[src/rtl/mei_gateway_pkg.sv]
// mei_gateway_pkg: shared register map, per-source state encoding and the
// claim priority helper used by the external-interrupt gateway.
package mei_gateway_pkg;

   localparam logic [2:0] ADDR_TRIG     = 3'd0;
   localparam logic [2:0] ADDR_PEND     = 3'd1;
   localparam logic [2:0] ADDR_CLAIM    = 3'd2;
   localparam logic [2:0] ADDR_COMPLETE = 3'd3;
   localparam logic [2:0] ADDR_RAW      = 3'd4;

   localparam int CLAIM_VALID_BIT = 31;
   localparam int IDX_W           = 5;
   localparam int FILT_CNT_W      = 4;

   typedef enum logic [1:0] {
      ST_IDLE  = 2'd0,
      ST_PEND  = 2'd1,
      ST_INSVC = 2'd2
   } srcState_e;

   typedef struct packed {
      logic             valid;
      logic [IDX_W-1:0] idx;
   } claimPick_t;

   // Lowest-index set bit wins; scanning downwards lets the last hit stand.
   function automatic claimPick_t lowestPending(input logic [30:0] pend);
      claimPick_t pick;
      pick = '0;
      for (int i = 30; i >= 0; i--) begin
         if (pend[i]) begin
            pick.valid = 1'b1;
            pick.idx   = IDX_W'(i);
         end
      end
      return pick;
   endfunction

endpackage

[src/rtl/mei_sync_filter.sv]
// mei_sync_filter: one interrupt line through a SYNC_STAGES flop
// synchroniser, an optional glitch filter (MEI_GATE_FILTER_EN) and a
// previous-value flop. level_o is the level the gateway acts on, edge_o
// flags its rising edge.
module mei_sync_filter
   import mei_gateway_pkg::*;
#(
   parameter int SYNC_STAGES = 2
`ifdef MEI_GATE_FILTER_EN
   , parameter int FILTER_LEN = 4
`endif
) (
   input  logic i_CLK,
   input  logic i_RSTn,
   input  logic irq_i,
   output logic level_o,
   output logic edge_o
);

   logic [SYNC_STAGES-1:0] sync_q;
   logic                   prev_q;

   // Shift the raw request through the synchroniser chain.
   always_ff @(posedge i_CLK) begin
      if (!i_RSTn) begin
         sync_q <= '0;
      end else begin
         sync_q <= {sync_q[SYNC_STAGES-2:0], irq_i};
      end
   end

`ifdef MEI_GATE_FILTER_EN
   logic [FILT_CNT_W-1:0] cnt_q, cnt_d;
   logic                  filt_q, filt_d;

   // Toggle the filtered level only after FILTER_LEN disagreeing samples in a row.
   always_comb begin
      cnt_d  = '0;
      filt_d = filt_q;
      if (sync_q[SYNC_STAGES-1] != filt_q) begin
         if (cnt_q == FILT_CNT_W'(FILTER_LEN - 1)) begin
            filt_d = ~filt_q;
         end else begin
            cnt_d = cnt_q + 1'b1;
         end
      end
   end

   // Filter counter and filtered level registers.
   always_ff @(posedge i_CLK) begin
      if (!i_RSTn) begin
         cnt_q  <= '0;
         filt_q <= 1'b0;
      end else begin
         cnt_q  <= cnt_d;
         filt_q <= filt_d;
      end
   end

   assign level_o = filt_q;
`else
   assign level_o = sync_q[SYNC_STAGES-1];
`endif

   // Remember last cycle's level so a rising edge can be detected.
   always_ff @(posedge i_CLK) begin
      if (!i_RSTn) begin
         prev_q <= 1'b0;
      end else begin
         prev_q <= level_o;
      end
   end

   assign edge_o = level_o & ~prev_q;

endmodule

[src/rtl/mei_gateway.sv]
// mei_gateway: external-interrupt gateway in front of the CSR block.
// Per-source level/edge triggering, pending / in-service life cycle and a
// claim/complete register interface. Define MEI_GATE_FILTER_EN to add a
// FILTER_LEN-cycle glitch filter behind each synchroniser.
module mei_gateway
   import mei_gateway_pkg::*;
#(
   parameter int N_SRC       = 6,
   parameter int SYNC_STAGES = 2,
   parameter int FILTER_LEN  = 4
) (
   input  logic              i_CLK,
   input  logic              i_RSTn,
   input  logic [N_SRC-1:0]  i_IRQ_SRC,
   input  logic              i_BUS_EN,
   input  logic              i_BUS_WE,
   input  logic [2:0]        i_BUS_ADDR,
   input  logic [31:0]       i_BUS_WDATA,
   output logic [31:0]       o_BUS_RDATA,
   output logic              o_BUS_ACK,
   output logic [N_SRC-1:0]  o_MEI
);

`ifndef MEI_GATE_FILTER_EN
   localparam int unusedFilterLen = FILTER_LEN;
`endif

   logic [N_SRC-1:0] srcLevel;
   logic [N_SRC-1:0] srcEdge;

   srcState_e        state_q [N_SRC];
   srcState_e        state_d [N_SRC];
   logic [N_SRC-1:0] trig_q, trig_d;
   logic [N_SRC-1:0] rearm_q, rearm_d;
   logic             ack_q;
   logic [31:0]      rdata_q, rdata_d;

   logic             busRead, busWrite;
   logic [N_SRC-1:0] pendVec;
   logic [30:0]      pendWide;
   claimPick_t       pick;
   logic [N_SRC-1:0] claimHit, w1cHit, compHit;
   logic             unusedWdata;

   assign unusedWdata = ^i_BUS_WDATA;

   for (genvar g = 0; g < N_SRC; g++) begin : gSrc
      mei_sync_filter #(
         .SYNC_STAGES (SYNC_STAGES)
`ifdef MEI_GATE_FILTER_EN
         , .FILTER_LEN (FILTER_LEN)
`endif
      ) u_syncFilter (
         .i_CLK   (i_CLK),
         .i_RSTn  (i_RSTn),
         .irq_i   (i_IRQ_SRC[g]),
         .level_o (srcLevel[g]),
         .edge_o  (srcEdge[g])
      );
   end

   // Decode the bus access into per-source claim / W1C / complete strobes.
   always_comb begin
      busRead  = i_BUS_EN & ~i_BUS_WE;
      busWrite = i_BUS_EN & i_BUS_WE;
      pendVec  = '0;
      for (int n = 0; n < N_SRC; n++) begin
         pendVec[n] = (state_q[n] == ST_PEND);
      end
      pendWide             = '0;
      pendWide[N_SRC-1:0]  = pendVec;
      pick                 = lowestPending(pendWide);
      claimHit = '0;
      compHit  = '0;
      w1cHit   = '0;
      if (busWrite && (i_BUS_ADDR == ADDR_PEND)) begin
         w1cHit = i_BUS_WDATA[N_SRC-1:0] & trig_q;
      end
      for (int n = 0; n < N_SRC; n++) begin
         claimHit[n] = busRead && (i_BUS_ADDR == ADDR_CLAIM) && pick.valid
                       && (pick.idx == IDX_W'(n));
         compHit[n]  = busWrite && (i_BUS_ADDR == ADDR_COMPLETE)
                       && (i_BUS_WDATA[IDX_W-1:0] == IDX_W'(n));
      end
   end

   // Per-source life cycle and re-arm flag next state.
   always_comb begin
      state_d = state_q;
      rearm_d = rearm_q;
      for (int n = 0; n < N_SRC; n++) begin
         case (state_q[n])
            ST_IDLE: begin
               if (trig_q[n] ? srcEdge[n] : srcLevel[n]) begin
                  state_d[n] = ST_PEND;
               end
            end
            ST_PEND: begin
               if (claimHit[n]) begin
                  state_d[n] = ST_INSVC;
               end else if (!trig_q[n] && !srcLevel[n]) begin
                  state_d[n] = ST_IDLE;
               end else if (trig_q[n] && w1cHit[n] && !srcEdge[n]) begin
                  state_d[n] = ST_IDLE;
               end
            end
            ST_INSVC: begin
               if (compHit[n]) begin
                  state_d[n] = (rearm_q[n] || (trig_q[n] && srcEdge[n])) ? ST_PEND : ST_IDLE;
                  rearm_d[n] = 1'b0;
               end else if (trig_q[n] && srcEdge[n]) begin
                  rearm_d[n] = 1'b1;
               end
            end
            default: begin
               state_d[n] = ST_IDLE;
            end
         endcase
      end
      if (busWrite && (i_BUS_ADDR == ADDR_TRIG)) begin
         rearm_d = rearm_d & i_BUS_WDATA[N_SRC-1:0];
      end
   end

   // Trigger mode register update and read data selection.
   always_comb begin
      trig_d = trig_q;
      if (busWrite && (i_BUS_ADDR == ADDR_TRIG)) begin
         trig_d = i_BUS_WDATA[N_SRC-1:0];
      end
      rdata_d = '0;
      if (busRead) begin
         case (i_BUS_ADDR)
            ADDR_TRIG: rdata_d[N_SRC-1:0] = trig_q;
            ADDR_PEND: rdata_d[N_SRC-1:0] = pendVec;
            ADDR_CLAIM: begin
               if (pick.valid) begin
                  rdata_d[CLAIM_VALID_BIT] = 1'b1;
                  rdata_d[IDX_W-1:0]       = pick.idx;
               end
            end
            ADDR_RAW:  rdata_d[N_SRC-1:0] = srcLevel;
            default:   rdata_d = '0;
         endcase
      end
   end

   // Gateway state registers; reset drops all pending and in-service state.
   always_ff @(posedge i_CLK) begin
      if (!i_RSTn) begin
         for (int n = 0; n < N_SRC; n++) begin
            state_q[n] <= ST_IDLE;
         end
         trig_q  <= '0;
         rearm_q <= '0;
         ack_q   <= 1'b0;
         rdata_q <= '0;
      end else begin
         state_q <= state_d;
         trig_q  <= trig_d;
         rearm_q <= rearm_d;
         ack_q   <= i_BUS_EN;
         rdata_q <= rdata_d;
      end
   end

   assign o_MEI       = pendVec;
   assign o_BUS_ACK   = ack_q;
   assign o_BUS_RDATA = rdata_q;

endmodule
[config.mk]
export PLATFORM = sky130hd
export DESIGN_NAME = mei_gateway
export DESIGN_NICKNAME = d
export VERILOG_FILES = /design/src/rtl/mei_gateway_pkg.sv /design/src/rtl/mei_sync_filter.sv /design/src/rtl/mei_gateway.sv
export SDC_FILE = /design/constraint.sdc
export NUM_CORES = 1
export LEC_CHECK = 0
export ABC_CLOCK_PERIOD_IN_PS = 1630
export BUFFER_PORTS_ARGS = -buffer_cell sky130_fd_sc_hd__buf_2
export CORE_ASPECT_RATIO = 1.2
export CORE_MARGIN = 3
export CORE_UTILIZATION = 45
export CTS_CLUSTER_SIZE = 12
export DETAILED_ROUTE_END_ITERATION = 8
export HOLD_SLACK_MARGIN = 0.03
export PLACE_DENSITY = 0.75
export SYNTH_ARGS = -nofsm -noshare
export SYNTH_HDL_FRONTEND = slang
export SYNTH_SLANG_ARGS = --single-unit
[constraint.sdc]
create_clock -name i_CLK -period 1.63 [get_ports i_CLK]
set_input_delay 0.0815 -clock i_CLK [delete_from_list [all_inputs] [get_ports i_CLK]]
set_output_delay 0.0815 -clock i_CLK [all_outputs]
set_load 0.01 [all_outputs]
==> impl_metrics.yaml, run 1 <==
clock_network:
  clock_tree_from_tritoncts: "built"
  cts_root_buf: "sky130_fd_sc_hd__clkbuf_8"
  cts.clk_slew.worst_paths_ps: 90
  cts_max_level: 2
  post-cts-setup-buffer-count: 0
  clock_tree_buf_depth: 2
  cts_inserted_buffers: 5
  worstSkewPairLatency_ps: 310
  cts.sink_count: 50
synth:
  netlist_area_um2: 2505
  synth.avg_cell_area_um2: 8.520
  synth_top_cells_by_area: "sky130_fd_sc_hd__dfxtp_1 (40%), sky130_fd_sc_hd__buf_4 (7.5%), sky130_fd_sc_hd__and2_1 (5.2%), sky130_fd_sc_hd__nand2_1 (4.9%), sky130_fd_sc_hd__a21oi_1 (4.0%)"
  synthesis.instances: 294
  synth_cell_type_count: 51
  synth-async-reset-ratio_pct: 0
  synth_area_leader_cell: "sky130_fd_sc_hd__dfxtp_1"
  synth_enable_flop_cells: 0
  synthFlopType: "sky130_fd_sc_hd__dfxtp_1"
  yosysSeqAreaShare_pct: 39.96
  synthDominantCellAreaShare_pct: 39.96
  yosys_warnings: 0
  synth.ff_latch_count: 50
floorplan:
  die_w_um: 74.11
  fp.dieH_um: 87.73
  io-pin-count: 84
  initial_core_util_pct: 46.96
  design.die.area_um2: 6502
  floorplan.core_area_um2: 5334
  floorplan.rows: 29
power_and_ir_drop:
  powerDensity_nw_per_um2: 772.7
  cellLeakagePower_uw: 0.001256
  ir_worst_vdd_v: 0.0003729
timing:
  post-route-period-util_pct: 98.42
  timing_hold_violations_final: 0
  period_minus_slack_ps: 1604
  aggregate_negative_setup_slack_ps: 0
  grt_setup_unrepaired: "false"
  skew_ps: 9.763
  timing.final.max_slew_violations: 0
  timing.fmax_mhz: 623.4
  timing.final.ws_setup_ps: 25.77
  report.final.setup_viol: 0
  relative_max_transition_margin_pct: 63.16
  worst-slew-pin-transition_ps: 552.0
  fin_hold_ws_ps: 45.13
placed_design:
  area_after_detailed_placement_um2: 2741
  buffer_ports.inserted: 32
  post_place_setup_slack_ps: 61.38
  dp_hpwl_um: 4331
  dp_cells: 396
  globalplace.congestion: 0.9070
critical_path:
  crit-reg2reg-launch: "state_q[11]$_SDFFE_PN0P_"
  path_class: "flop to flop"
  crit-reg2reg-capture: "state_q[2]$_SDFFE_PN0P_"
  critical_path_end_type: "flop"
  critical_path_required_ps: 1830
  r2r_cells: 5
  timing.critical_path.from_type: "flop"
  regToRegSetupSlack_ps: 30
  timing.critical_path.from: "state_q[11]$_SDFFE_PN0P_"
  critical_path_arrival_ps: 1800
  critical_path_peak_fanout: 2
status:
  status: "finished clean"
worst_hold_path:
  min_path_type: "primary input to flop"
  launch_instance_of_the_worst_min_delay_path: "i_BUS_WDATA[4]"
  timing.hold.worst_path_depth: 3
  min_delay_worst_endpoint: "trig_q[4]$_SDFFE_PN0P_"
grt:
  grt_util_all_layers_pct: 18.45
  wire_length_of_the_first_global_routing_pass_um: 9301
  vias_in_the_first_global_route: 1990
  number_of_antenna_violations_at_the_first_check_in_global_routing: 0
  total_gr_overflow: 0
  pin_count_of_the_biggest_net_entering_global_routing: 16
cells_and_area:
  final_layout_size_suffix_gt1_share_pct: 19.77
  multi_input_area_um2: 1318
  final_layout_fill_cell_count: 510
  antenna_cells: 0
  sequential_cell_area_um2: 1002
  instances_no_fill: 411
  final_design_area_no_fill_um2: 2902
  finalNetCount: 393
  synthesis_to_finish_area_growth_pct: 15.83
routing:
  route.vias.total: 2185
  route.antenna.remaining_nets: 0
  finalWirelength_um: 5661
  dr.first_iter.drc_count: 181
  viasPerCell: 5.316
  firstDrtPassIters: 4
  post-route-drc-count: 0
  avgRoutedWirePerCell_um: 13.77
run:
  maxCapViolations: 0
[how the worst max path moves through the flow]
stage,cells after the start,to,slack [ps]
finish,5,state_q[2]$_SDFFE_PN0P_,30
global route,5,state_q[2]$_SDFFE_PN0P_,10
CTS,5,state_q[2]$_SDFFE_PN0P_,10
detailed placement,5,state_q[2]$_SDFFE_PN0P_,60
global placement,5,state_q[2]$_SDFFE_PN0P_,70
floorplan,6,state_q[2]$_SDFFE_PN0P_,50
[metrics by stage]
| stage | total power [µW] | utilization (%) |
|---|---|---|
| finish | 2242 | 54.40 |
| global route | 2348 | 54.40 |
| CTS | 2268 | 54.33 |
| detailed placement | 1553 | 51.40 |
| global placement | 1549 | 51.40 |
| floorplan | 1495 | - |
[cell usage after synthesis, types with 5 or more instances]
| cell type | count |
|---|---|
| sky130_fd_sc_hd__o22ai_1 | 7 |
| sky130_fd_sc_hd__nand2_1 | 33 |
| sky130_fd_sc_hd__dfxtp_1 | 50 |
| sky130_fd_sc_hd__and2_1 | 21 |
| sky130_fd_sc_hd__a32oi_1 | 5 |
| sky130_fd_sc_hd__a21oi_1 | 20 |
| sky130_fd_sc_hd__nand3_1 | 8 |
| sky130_fd_sc_hd__nand2b_1 | 13 |
| sky130_fd_sc_hd__and3_1 | 9 |
| sky130_fd_sc_hd__buf_4 | 25 |
| sky130_fd_sc_hd__clkbuf_1 | 6 |
| sky130_fd_sc_hd__mux2i_1 | 6 |
| sky130_fd_sc_hd__inv_1 | 10 |
| sky130_fd_sc_hd__nor2_1 | 21 |
[kinds of logic after synthesis]
kind of cell | count (synthesis) | synth area share (%)
flip-flops | 50 | 39.96
multiplexers | 6 | 2.398
AND/OR/NAND/NOR | 129 | 29.02
AO/OA/AOI/OAI | 62 | 17.33
buffers and inverters | 46 | 11.14
other | 1 | 0.1497
[cells in the final DEF (no fill, tap or decap), types with 2 or more instances in the layout]
cell type / Yosys / routed
sky130_fd_sc_hd__a31oi_1: 4 / 4
sky130_fd_sc_hd__a21oi_1: 20 / 20
sky130_fd_sc_hd__a32oi_1: 5 / 5
sky130_fd_sc_hd__o221ai_1: 4 / 4
sky130_fd_sc_hd__nand4_1: 2 / 2
sky130_fd_sc_hd__dlygate4sd3_1: 0 / 7
sky130_fd_sc_hd__buf_2: 4 / 32
sky130_fd_sc_hd__nor2b_1: 3 / 3
sky130_fd_sc_hd__nor3_1: 3 / 3
sky130_fd_sc_hd__conb_1: 1 / 25
sky130_fd_sc_hd__nand2_1: 33 / 33
sky130_fd_sc_hd__and3_1: 9 / 9
sky130_fd_sc_hd__o22ai_1: 7 / 7
sky130_fd_sc_hd__nor4_1: 3 / 3
sky130_fd_sc_hd__dfxtp_1: 50 / 49
sky130_fd_sc_hd__inv_1: 10 / 10
sky130_fd_sc_hd__mux2i_1: 6 / 6
sky130_fd_sc_hd__o22a_1: 3 / 3
sky130_fd_sc_hd__nand3b_1: 2 / 2
sky130_fd_sc_hd__nor2_1: 21 / 21
sky130_fd_sc_hd__a22oi_1: 2 / 2
sky130_fd_sc_hd__buf_4: 25 / 20
sky130_fd_sc_hd__a41oi_1: 2 / 2
sky130_fd_sc_hd__clkbuf_8: 0 / 5
sky130_fd_sc_hd__and2_1: 21 / 21
sky130_fd_sc_hd__and2b_1: 2 / 2
sky130_fd_sc_hd__o21ai_0: 2 / 2
sky130_fd_sc_hd__nand3_1: 8 / 8
sky130_fd_sc_hd__nand2b_1: 13 / 12
sky130_fd_sc_hd__nand2b_2: 1 / 2
[registers in the layout, summed over array words and instances (netlist names)]
signal	cells
o_BUS_ACK	1
trig_q	6
gSrc.u_syncFilter.prev_q	6
o_BUS_RDATA	7
rearm_q	6
gSrc.u_syncFilter.sync_q	12
state_q	12
[cell type report]
class / count / area share (%)
clock buffers: 6 / 2.501
clock inverters: 2 / 0.4743
inverters: 10 / 1.294
multi-input cells: 222 / 45.41
flip-flops and latches: 50 / 34.54
well taps: 62 / 2.674
repair buffers: 59 / 13.11
[critical path: stages (launching register included)]
cell and delay [ps]:
sky130_fd_sc_hd__dfxtp_1 330, sky130_fd_sc_hd__nand2b_1 180, sky130_fd_sc_hd__nand4_4 110, sky130_fd_sc_hd__or4b_1 540
sky130_fd_sc_hd__a2bb2oi_1 160, sky130_fd_sc_hd__and3_1 170
[layer usage]
layer	vias to the layer above	GRT usage, %	share of wire, %
met5	-	0	0
met4	0	7.743	2.3
met3	10	3.559	4.6
met2	58	30.65	48
met1	1026	23.15	45
li1	1091	-	-
[report_power, final]
group | leakage [µW] | switching (µW) | internal [µW] | total [µW]
registers | 0.000407 | 20.2 | 1250 | 1270
clock network | 0.0000452 | 400 | 303 | 703
logic | 0.000803 | 161 | 110 | 271
[timing repair]
| action | 4_1_cts | 5_1_grt |
|---|---|---|
| endpoints found under the hold margin | 7 | 0 |
| gates resized for setup | 0 | 2 |
| hold buffers | 7 | 0 |
| setup endpoints to repair | 0 | 1 |
Power figures use the tool's default switching activity.
==> inputs of run 2 (changes only) <==
ABC_AREA = 1   (was unset)
CORE_UTILIZATION = 46   (was 45)
PLACE_DENSITY = 0.77   (was 0.75)
TNS_END_PERCENT = 1   (was unset)
==> run 2 against run 1 <==
Largest cell class unchanged. Global-route usage fell by 1.0 points. Clock-buffer cell count is 2 higher. Combinational power grew 38%. Total power grew 11%.
==> impl_metrics.yaml, run 2 <==
cells_and_area:
  final_layout_size_suffix_gt1_share_pct: 19.57
  most_frequent_standard_cell_in_the_layout_excluding_fill_and_tap_cells: "sky130_fd_sc_hd__inv_1"
  finalNetCount: 463
  synthesis_to_finish_area_growth_pct: 14.53
  final_layout_fill_cell_count: 524
  instances_no_fill: 481
  antenna_cells: 0
  final_design_area_no_fill_um2: 2929
  most-common-layout-cells: "sky130_fd_sc_hd__inv_1 (66), sky130_fd_sc_hd__nand2_1 (65), sky130_fd_sc_hd__dfxtp_1 (49)"
clock_network:
  cts.sink_count: 50
  clock_tree_buf_depth: 2
  post-cts-setup-buffer-count: 0
  cts_max_level: 2
  worstSkewPairLatency_ps: 300
  cts.clk_slew.worst_paths_ps: 90
  clock_tree_from_tritoncts: "built"
  cts_root_buf: "sky130_fd_sc_hd__clkbuf_8"
  cts_inserted_buffers: 5
routing:
  post-route-drc-count: 0
  dr.first_iter.drc_count: 170
  route.antenna.remaining_nets: 0
  viasPerCell: 4.900
  finalWirelength_um: 5620
  firstDrtPassIters: 4
  avgRoutedWirePerCell_um: 11.68
  route.vias.total: 2357
synth:
  synth.ff_latch_count: 50
  synth.top_cells.by_count: "sky130_fd_sc_hd__inv_1 (66), sky130_fd_sc_hd__nand2_1 (66), sky130_fd_sc_hd__dfxtp_1 (50), sky130_fd_sc_hd__nor2_1 (31), sky130_fd_sc_hd__buf_4 (27)"
  synth_enable_flop_cells: 0
  synthDominantCellAreaShare_pct: 39.14
  synthesis.instances: 369
  synth_area_leader_cell: "sky130_fd_sc_hd__dfxtp_1"
  yosysSeqAreaShare_pct: 39.14
  synth_cell_type_count: 29
  netlist_area_um2: 2557
  synthFlopType: "sky130_fd_sc_hd__dfxtp_1"
  yosys_warnings: 0
  synth.avg_cell_area_um2: 6.931
  synth_top_cells_by_area: "sky130_fd_sc_hd__dfxtp_1 (39%), sky130_fd_sc_hd__inv_1 (9.7%), sky130_fd_sc_hd__nand2_1 (9.7%), sky130_fd_sc_hd__buf_4 (7.9%), sky130_fd_sc_hd__nand3_1 (5.1%)"
  synth-async-reset-ratio_pct: 0
grt:
  total_gr_overflow: 0
  number_of_antenna_violations_at_the_first_check_in_global_routing: 0
  pin_count_of_the_biggest_net_entering_global_routing: 25
  wire_length_of_the_first_global_routing_pass_um: 8963
  grt_util_all_layers_pct: 17.46
  vias_in_the_first_global_route: 2142
critical_path:
  timing.critical_path.from_type: "flop"
  critical_path_required_ps: 1840
  path_class: "flop to flop"
  critical_path_peak_fanout: 4
  critical_path_end_type: "flop"
  critical_path_arrival_ps: 1660
power_and_ir_drop:
  cellLeakagePower_uw: 0.001480
  powerDensity_nw_per_um2: 846.3
  ir_worst_vdd_v: 0.0003927
  total_power_uw: 2479
floorplan:
  fp.dieH_um: 87.68
  floorplan.rows: 29
  design.die.area_um2: 6494
  floorplan.core_area_um2: 5334
  die_w_um: 74.07
  io-pin-count: 84
  initial_core_util_pct: 47.95
timing:
  report.final.setup_viol: 0
  period_minus_slack_ps: 1454
  post-route-period-util_pct: 89.19
  aggregate_negative_setup_slack_ps: 0
  timing.final.max_slew_violations: 0
  timing_hold_violations_final: 0
  skew_ps: 8.733
  timing.final.ws_setup_ps: 176.2
  timing.fmax_mhz: 687.9
  grt_setup_unrepaired: "false"
run:
  maxCapViolations: 0
status:
  status: "finished clean"
worst_hold_path:
  min_path_type: "primary input to flop"
placed_design:
  dp_cells: 467
  area_after_detailed_placement_um2: 2743
  globalplace.congestion: 0.8832
  dp_hpwl_um: 4367
  buffer_ports.inserted: 32
  post_place_setup_slack_ps: 200.3
## run 2: area by class of cell
| type | instances | area, µm² | share of cell area [%] |
|---|---|---|---|
| clock buffers | 8 | 110.1 | 3.759 |
| well taps | 62 | 77.57 | 2.648 |
| flip-flops and latches | 50 | 1002 | 34.22 |
| repair buffers | 47 | 287.8 | 9.825 |
| inverters | 74 | 277.8 | 9.483 |
| multi-input cells | 240 | 1174 | 40.07 |
## run 2: layer usage
metal	vias to the layer above	GRT usage, %	wire, µm
met4	0	6.260	79
met5	-	0	0
met1	1066	20.72	2402
li1	1214	-	-
met2	69	31.21	2806
met3	8	2.870	331
## run 2: worst max-delay path: stages (launching register included)
cell	delay, ps
sky130_fd_sc_hd__dfxtp_1	400
sky130_fd_sc_hd__nand2_2	110
sky130_fd_sc_hd__nand2_1	150
sky130_fd_sc_hd__nor2_4	70
sky130_fd_sc_hd__nand2_2	80
sky130_fd_sc_hd__nand2_2	70
sky130_fd_sc_hd__or2_1	240
sky130_fd_sc_hd__nand3_1	70
sky130_fd_sc_hd__o21ai_1	70
sky130_fd_sc_hd__nand2_1	50
sky130_fd_sc_hd__inv_1	40
## run 2: path summary, 6_finish.rpt
path,depth (start not counted),startpoint,slack (ps),end
worst max-delay path,10,state_q[6]$_SDFFE_PN0P_,180,state_q[4]$_SDFFE_PN0P_
worst min-delay path,3,i_BUS_EN,50,o_BUS_ACK$_SDFF_PN0_
worst min register to register,2,gSrc[1].u_syncFilter.sync_q[0]$_SDFF_PN0_,420,gSrc[1].u_syncFilter.sync_q[1]$_SDFF_PN0_
worst max register to register,10,state_q[6]$_SDFFE_PN0P_,180,state_q[4]$_SDFFE_PN0P_
## run 2: kinds of logic after synthesis
group           count (synthesis)  synth area share [%]
buf+inv                       103                 19.08
other cells                     1                0.1466
flops                          50                 39.14
compound gates                 70                 16.14
simple gates                  145                 25.49
## run 2: power by group
group / total [µW] / switching, µW / internal [µW]
clock: 821 / 392 / 429
sequential: 1280 / 26.8 / 1260
combinational: 374 / 241 / 133
total: 2480 / 660 / 1820
## run 2: timing repair
item | CTS | global route
resized for setup | 0 | 5
endpoints found under the hold margin | 6 | 0
setup endpoints to repair | 0 | 2
hold buffers | 6 | 0
## run 2: through the flow
stage	hold slack (ps)	util, %
global placement	264.8	51.42
global route	54.99	54.91
CTS	48.98	54.61
floorplan	175.0	-
finish	45.91	54.91
detailed placement	266.6	51.42
